==> src/rtl/audio_dac_tx.sv <==
// SPI frame transmitter for a DAC121S101 (PmodDA2): one 16-bit frame per sample tick,
// fed from a one-entry holding register with a valid/ready handshake.
module audio_dac_tx #(
  parameter int         CLK_DIV    = 4,
  parameter int         SAMPLE_DIV = 5000,
  parameter logic [1:0] PD_MODE    = 2'b00
) (
  input  logic        CLK,
  input  logic        reset_n,
  input  logic [11:0] sample_in,
  input  logic        sample_valid,
  output logic        sample_ready,
  output logic        sync_n,
  output logic        sclk,
  output logic        sdata,
  output logic        busy,
  output logic        underrun,
  output logic [1:0]  state_dbg
);

  // Handshake: a sample moves into the holding register when sample_valid && sample_ready
  // are both high at a rising CLK edge. sample_ready is registered and never depends on
  // sample_valid in the same cycle; once asserted, the producer keeps sample_in stable
  // until the transfer happens.

  localparam logic [1:0] IDLE  = 2'd0;
  localparam logic [1:0] SHIFT = 2'd1;
  localparam logic [1:0] GAP   = 2'd2;

  localparam int TW = $clog2(SAMPLE_DIV);
  localparam int DW = $clog2(2 * CLK_DIV) + 1;
  localparam logic [TW-1:0] TICK_LAST = TW'(SAMPLE_DIV - 1);
  localparam logic [DW-1:0] DIV_LAST  = DW'(CLK_DIV - 1);
  localparam logic [DW-1:0] GAP_LAST  = DW'(2 * CLK_DIV - 1);

  logic [1:0]    state;
  logic [TW-1:0] tick_cnt;
  logic          tick;
  logic [11:0]   hold;
  logic          hold_full;
  logic          hold_full_nxt;
  logic [11:0]   last_sample;
  logic [DW-1:0] div_cnt;
  logic [4:0]    half_cnt;
  logic [15:0]   shreg;
  logic [15:0]   frame_word;
  logic          accept;
  logic          take;

  assign state_dbg  = state;
  assign tick       = (tick_cnt == TICK_LAST);
  assign accept     = sample_valid & sample_ready;
  assign take       = tick & (state == IDLE) & hold_full;
  assign frame_word = {2'b00, PD_MODE, (hold_full ? hold : last_sample)};

  always_comb begin
    hold_full_nxt = hold_full;
    if (accept)    hold_full_nxt = 1'b1;
    else if (take) hold_full_nxt = 1'b0;
  end

  always_ff @(posedge CLK or negedge reset_n) begin
    if (!reset_n) begin
      tick_cnt <= '0;
    end else if (tick) begin
      tick_cnt <= '0;
    end else begin
      tick_cnt <= tick_cnt + 1'b1;
    end
  end

  // A sample accepted in the tick cycle waits for the next frame; there is no bypass.
  always_ff @(posedge CLK or negedge reset_n) begin
    if (!reset_n) begin
      hold         <= '0;
      hold_full    <= 1'b0;
      sample_ready <= 1'b1;
    end else begin
      hold_full    <= hold_full_nxt;
      sample_ready <= ~hold_full_nxt;
      if (accept) hold <= sample_in;
    end
  end

  always_ff @(posedge CLK or negedge reset_n) begin
    if (!reset_n) begin
      state       <= IDLE;
      sync_n      <= 1'b1;
      sclk        <= 1'b1;
      sdata       <= 1'b0;
      busy        <= 1'b0;
      underrun    <= 1'b0;
      last_sample <= '0;
      div_cnt     <= '0;
      half_cnt    <= '0;
      shreg       <= '0;
    end else begin
      underrun <= 1'b0;
      case (state)
        IDLE: begin
          if (tick) begin
            state    <= SHIFT;
            sync_n   <= 1'b0;
            sclk     <= 1'b1;
            busy     <= 1'b1;
            div_cnt  <= '0;
            half_cnt <= '0;
            shreg    <= frame_word;
            sdata    <= frame_word[15];
            if (hold_full) last_sample <= hold;
            else           underrun    <= 1'b1;
          end
        end
        SHIFT: begin
          if (div_cnt == DIV_LAST) begin
            div_cnt  <= '0;
            half_cnt <= half_cnt + 1'b1;
            sclk     <= ~sclk;
            if (half_cnt == 5'd31) begin
              state  <= GAP;
              sclk   <= 1'b1;
              sync_n <= 1'b1;
              sdata  <= 1'b0;
            end else if (half_cnt[0]) begin
              // Odd count means this toggle is a rising edge: present the next bit.
              shreg <= {shreg[14:0], 1'b0};
              sdata <= shreg[14];
            end
          end else begin
            div_cnt <= div_cnt + 1'b1;
          end
        end
        GAP: begin
          if (div_cnt == GAP_LAST) begin
            state   <= IDLE;
            busy    <= 1'b0;
            div_cnt <= '0;
          end else begin
            div_cnt <= div_cnt + 1'b1;
          end
        end
        default: state <= IDLE;
      endcase
    end
  end

endmodule

==> config.mk <==
export PLATFORM = sky130hd
export DESIGN_NAME = audio_dac_tx
export DESIGN_NICKNAME = d
export VERILOG_FILES = /design/src/rtl/audio_dac_tx.sv
export SDC_FILE = /design/constraint.sdc
export NUM_CORES = 1
export LEC_CHECK = 0
export ABC_CLOCK_PERIOD_IN_PS = 3200
export BUFFER_PORTS_ARGS = -buffer_cell sky130_fd_sc_hd__buf_2
export CELL_PAD_IN_SITES_DETAIL_PLACEMENT = 0
export CELL_PAD_IN_SITES_GLOBAL_PLACEMENT = 1
export CORE_ASPECT_RATIO = 1.25
export CORE_MARGIN = 3
export CORE_UTILIZATION = 49
export DETAILED_ROUTE_END_ITERATION = 8
export GPL_ROUTABILITY_DRIVEN = 0
export HOLD_SLACK_MARGIN = 0.1
export PLACE_DENSITY = 0.89
export SKIP_CTS_REPAIR_TIMING = 1
export SYNTH_ARGS = -nofsm -noshare
export SYNTH_HDL_FRONTEND = slang
export SYNTH_SLANG_ARGS = --single-unit
export TNS_END_PERCENT = 50
==> constraint.sdc <==
create_clock -name CLK -period 3.2 [get_ports CLK]
set_clock_uncertainty 0.1 [all_clocks]
set_input_delay 0.16 -clock CLK [delete_from_list [all_inputs] [get_ports CLK]]
set_output_delay 0.16 -clock CLK [all_outputs]
set_load 0.02 [all_outputs]
# Word level (Yosys, flattened, before mapping)
# Cells that the tools add are included.
[totals]
register_bits = 70
out_inout_bits = 8
word_cells = 85
[classes]
n_addsub = 3
n_eq_ne = 13
n_mux = 38
n_bitwise = 5
n_reduce_logical = 12
[op_table]
columns = ["op", "n"]
rows = [
  ["$mux 15", 4],
  ["$pmux 15 s2", 1],
  ["$mux 1", 15],
  ["$add 13x1->13 const B", 1],
  ["$eq 13x13->1 const B", 1],
  ["$mux 13", 1],
  ["$mux 12", 1],
  ["$mux 4", 3],
  ["$ne 2x2->1 const B", 6],
  ["$pmux 4 s3", 1],
  ["$reduce_and 4->1", 3],
  ["$mux 5", 2],
  ["$pmux 5 s2", 1],
  ["$mux 2", 4],
  ["$pmux 1 s2", 4],
  ["$pmux 2 s3", 1],
  ["$reduce_and 3->1", 2],
  ["$add 5x1->5 const B", 1],
  ["$eq 5x5->1 const B", 1],
  ["$reduce_and 5->1", 1],
  ["$add 4x1->4 const B", 1],
  ["$eq 4x2->1 const B", 1],
  ["$eq 4x3->1 const B", 1],
  ["$reduce_and 2->1", 2],
  ["8 further kinds", 12],
]

# Depth between registers and ports, before layout
[logic_depth]
ltp_word = 6
depth_mapped = 9
depth_no_buf = 7

# Worst setup path after synthesis
# OpenSTA, ideal clock, no wires.
[synth_timing]
path_kind = "register to register"
start = "reg state[0], in the netlist state_dbg[0]"
end = "reg shreg[0]"
t_arrival_ns = 2.100
path_slack_ns = 0.879
path_stages_with_launch = 9
n_path_buf = 2
period_less_slack_ns = 2.321
path_cell_list = "dfrtp_1 -> inv_1 -> ha_1 -> inv_1 -> a31oi_4 -> or4_4 -> buf_6 -> buf_6 -> a22o_1"
[synth_between]
elab_chain_len = 3
word_cells_on_any_way = 9
[synth_rtl]
columns = ["element", "line_no", "text"]
rows = [
  ["start, declared", "36", "logic [1:0] state;"],
  ["start signal, assigned", "87", "state <= IDLE;"],
  ["start signal, assigned", "102", "state <= SHIFT;"],
  ["start signal, assigned", "120", "state <= GAP;"],
  ["$eq 2x1->1 / $logic_not 2->1 (equally long branches)", "99", "case (state)"],
  ["$ne 2x2->1 (no line) / $reduce_bool 2->1 (equally long branches)", "n/a", ""],
  ["$reduce_and 5->1 (no line)", "n/a", ""],
  ["end signal, assigned", "108", "shreg <= frame_word;"],
  ["end signal, assigned", "126", "shreg <= {shreg[14:0], 1'b0};"],
  ["end, declared", "45", "logic [15:0] shreg;"],
]
# Several ways; a longest one is shown, not always the timed one.
# A chain may end at the register's enable or synchronous reset.

# Worst setup path in the final report
[layout_timing]
start = "reg half_cnt[0]"
end = "reg shreg[7]"
[layout_between]
elab_chain_len = 3
word_cells_on_any_way = 4
[layout_rtl]
columns = ["element", "line_no", "text"]
rows = [
  ["start, declared", "44", "logic [4:0] half_cnt;"],
  ["start signal, assigned", "117", "half_cnt <= half_cnt + 1'b1;"],
  ["$eq 5x5->1", "119", "if (half_cnt == 5'd31) begin"],
  ["$ne 2x2->1 (no line)", "n/a", ""],
  ["$reduce_and 5->1 (no line) (*)", "n/a", ""],
]
# Every way passes the cells marked *; elsewhere a longest branch is shown, timed or not.

==> reports/metrics.yaml <==
status: "finished, final reports clean"
fmax_mhz: 399
setup_viol: 0
drv_slew: 0
num_io_pins: 23
io_buffers: 22
synth_edf_count: 0
path_common_cell: "ha_1"
ir_worst_vdd_mv: 0.347
initial_core_util: 0.513
stdcell_area_mm2: 0.00399
totalWireLength_mm: 6.52
cp-start-kind: "flop"
reg2reg_from: "half_cnt[0]"
synth.top_cell.area_share: 0.491
grt_max_degree: 32
cp.arrival_ns: 2.59
syn-num-nets: 314
synth_top_area_cell: "dfrtp_1"
cts_tree: "yes"
worstMarginPinSlew_ns: 0.747
report.final.hold_viol_count: 0
antenna_cells: 0
yosysUniqueCellTypes: 52
synthArstFlopShare: 1.00
rsz0062_at_grt: "false"
grt_first_pass_wirelength_mm: 11.1
required_ns: 3.29
cts_made_buffers: 9
core-area_mm2: 0.00665
crit_start: "half_cnt[0]"
dieArea_mm2: 0.00801
place_area_mm2: 0.00364
critPathMaxStageDelay_ns: 0.50
avgSynthCellArea_um2: 11.8
crit_fanout: 10
gr-max-usage-layer: "met2"
die_w_um: 80.6
drive_gt1_frac: 0.270
cap_violations: 0
fin_total_pwr_mw: 1.95
root_buffer: "clkbuf_8"
syn_to_final_growth_pct: 17.1
path_clk_slew_ns: 0.08
drt_iter0_drc: 121
synthCells: 290
via_per_inst: 5.55
cts.htree.levels: 3
fin_crit_sh: 0.782
cp_slowest_cell: "nor2_1"
cts_num_sinks: 70
critPathCaptureType: "flop"
crit_chain: "ha_1 -> and3_1 -> ha_1 -> inv_1 -> nand4_1 -> nor2_1 -> a222oi_1"
finalCriticalPeriod_ns: 2.50
tns_ns: 0
ys_seq_elements: 70
antenna_found_initial: 0
ys_dominant_reg_cell: "dfrtp_1"
p_leak_nw: 1.83
cts_buffer_depth: 2
fin_hold_ws_ns: 0.292
grt_pass1_vias: 2327
num-nets-final: 356
ys_top_cells_by_area: "dfrtp_1, mux2_2, ha_1, mux2i_1, a221oi_2"
ys_warn_count: 0
hold_class: "input port to async pin"
use_met2: 0.272
die_height_um: 99.3
maxSlewHeadroom: 0.496
p_per_area_mw_per_mm2: 489
drt_drc_violations_left: 0
post-dp-hpwl_mm: 4.39
worstSkewPairLatency_ns: 0.35
worstSetupPathType: "flop to flop"
std_cell_rows: 33
synthesis.area_mm2: 0.00341
grt_usage: 0.180
vias: 2353
gr-usage-met1: 0.253
detail_route.wl_per_cell_um: 15.4
grtUsageMet3: 0.0408
drt_pass1_iterations: 4
grt-ovfl-total: 0
ant_nets: 0
synth-seq-area-share: 0.514
pre_cts_ws_ns: 0.802
setup_ws_ns: 0.697
[metal layers]
metal / vias up / share of wire
met5: - / 0
li1: 1160 / -
met2: 39 / 0.48
met4: 0 / 0.014
met1: 1149 / 0.47
met3: 5 / 0.030
[cell families (layout without fill, tap and decap cells)]
group	Yosys count	count (layout)	share of synthesized area
and+or+nand+nor	90	90	0.156
DFF	70	70	0.514
xor gates and xnor gates	9	9	0.0231
AOI/OAI and AO/OA	42	42	0.110
adders and majority gates	9	9	0.0330
buffers and inverters	31	78	0.0389
muxes	39	39	0.125
[final timing paths]
path                                     end  slack (ns)  cells after the start
worst max-delay path                shreg[7]        0.70                      7
worst max register to register      shreg[7]        0.70                      7
worst min register to register        sync_n        0.39                      2
min in group CLK                      sync_n        0.39                      2
max in group asynchronous       sample_ready        1.89                      3
worst min-delay path              div_cnt[0]        0.29                      2
[critical path, delay by kind of cell (launching register included)]
kind            cells  cell delay [ns]
simple gates        3             1.07
flops               1             0.47
fa+ha+maj           2             0.46
buf+inv             1             0.13
compound gates      1             0.13
[power by group]
part / switching [mW] / internal [mW] / total (mW)
logic: 0.0744 / 0.0878 / 0.162
registers: 0.0410 / 0.943 / 0.984
clock network: 0.359 / 0.448 / 0.807
total: 0.474 / 1.48 / 1.95
[registers in the layout, indices dropped and copies added (netlist names)]
signal and flops:
state_dbg 2, sample_ready 1, sync_n 1, hold_full 1
sdata 1, last_sample 12, hold 12, div_cnt 4
busy 1, sclk 1, tick_cnt 13, shreg 15
half_cnt 5, underrun 1
[cells in the mapped netlist (all sizes together), types with 5 or more instances]
| master | count |
|---|---|
| xor2 | 5 |
| ha | 9 |
| a221oi | 9 |
| nand2 | 13 |
| mux2i | 11 |
| dfrtp | 67 |
| nor4 | 6 |
| nor2 | 15 |
| buf | 5 |
| inv | 18 |
| o21ai | 9 |
| mux2 | 28 |
| nor3 | 15 |
| nand3 | 10 |
| nand4 | 7 |
| clkbuf | 7 |
[cell usage in the layout (no fill, tap or decap), drive strengths merged, types with 2 or more instances in the layout]
cell type,n
clkbuf,9
clkinv,4
xnor2,4
ha,9
xor2,5
a222oi,2
nand4b,3
a22o,4
dlygate4sd3,13
dfstp,3
o21ai,9
nor2,15
and3,4
mux2i,11
a21oi,3
nand4,7
o31ai,3
nor3b,3
nor4b,3
nand2,13
dfrtp,67
mux2,28
a221oi,9
bufinv,2
buf,30
nand3,10
nor3,15
inv,20
nor4,6
o41ai,4
[per-stage QoR]
step / util / std cells
2_1_floorplan: - / 290
3_3_place_gp: 0.547 / 395
3_5_place_dp: 0.547 / 395
4_1_cts: 0.581 / 411
5_1_grt: 0.601 / 424
6_report: 0.601 / 424
[area by class of cell]
type	count	area, µm²
multi-input cells	189	1530
clock inverters	7	104
repair buffers	43	300
inverters	19	71.3
fillers	534	2650
flip-flops and latches	70	1760
clock buffers	9	124
well taps	87	109
(Power assumes the default switching activity.)
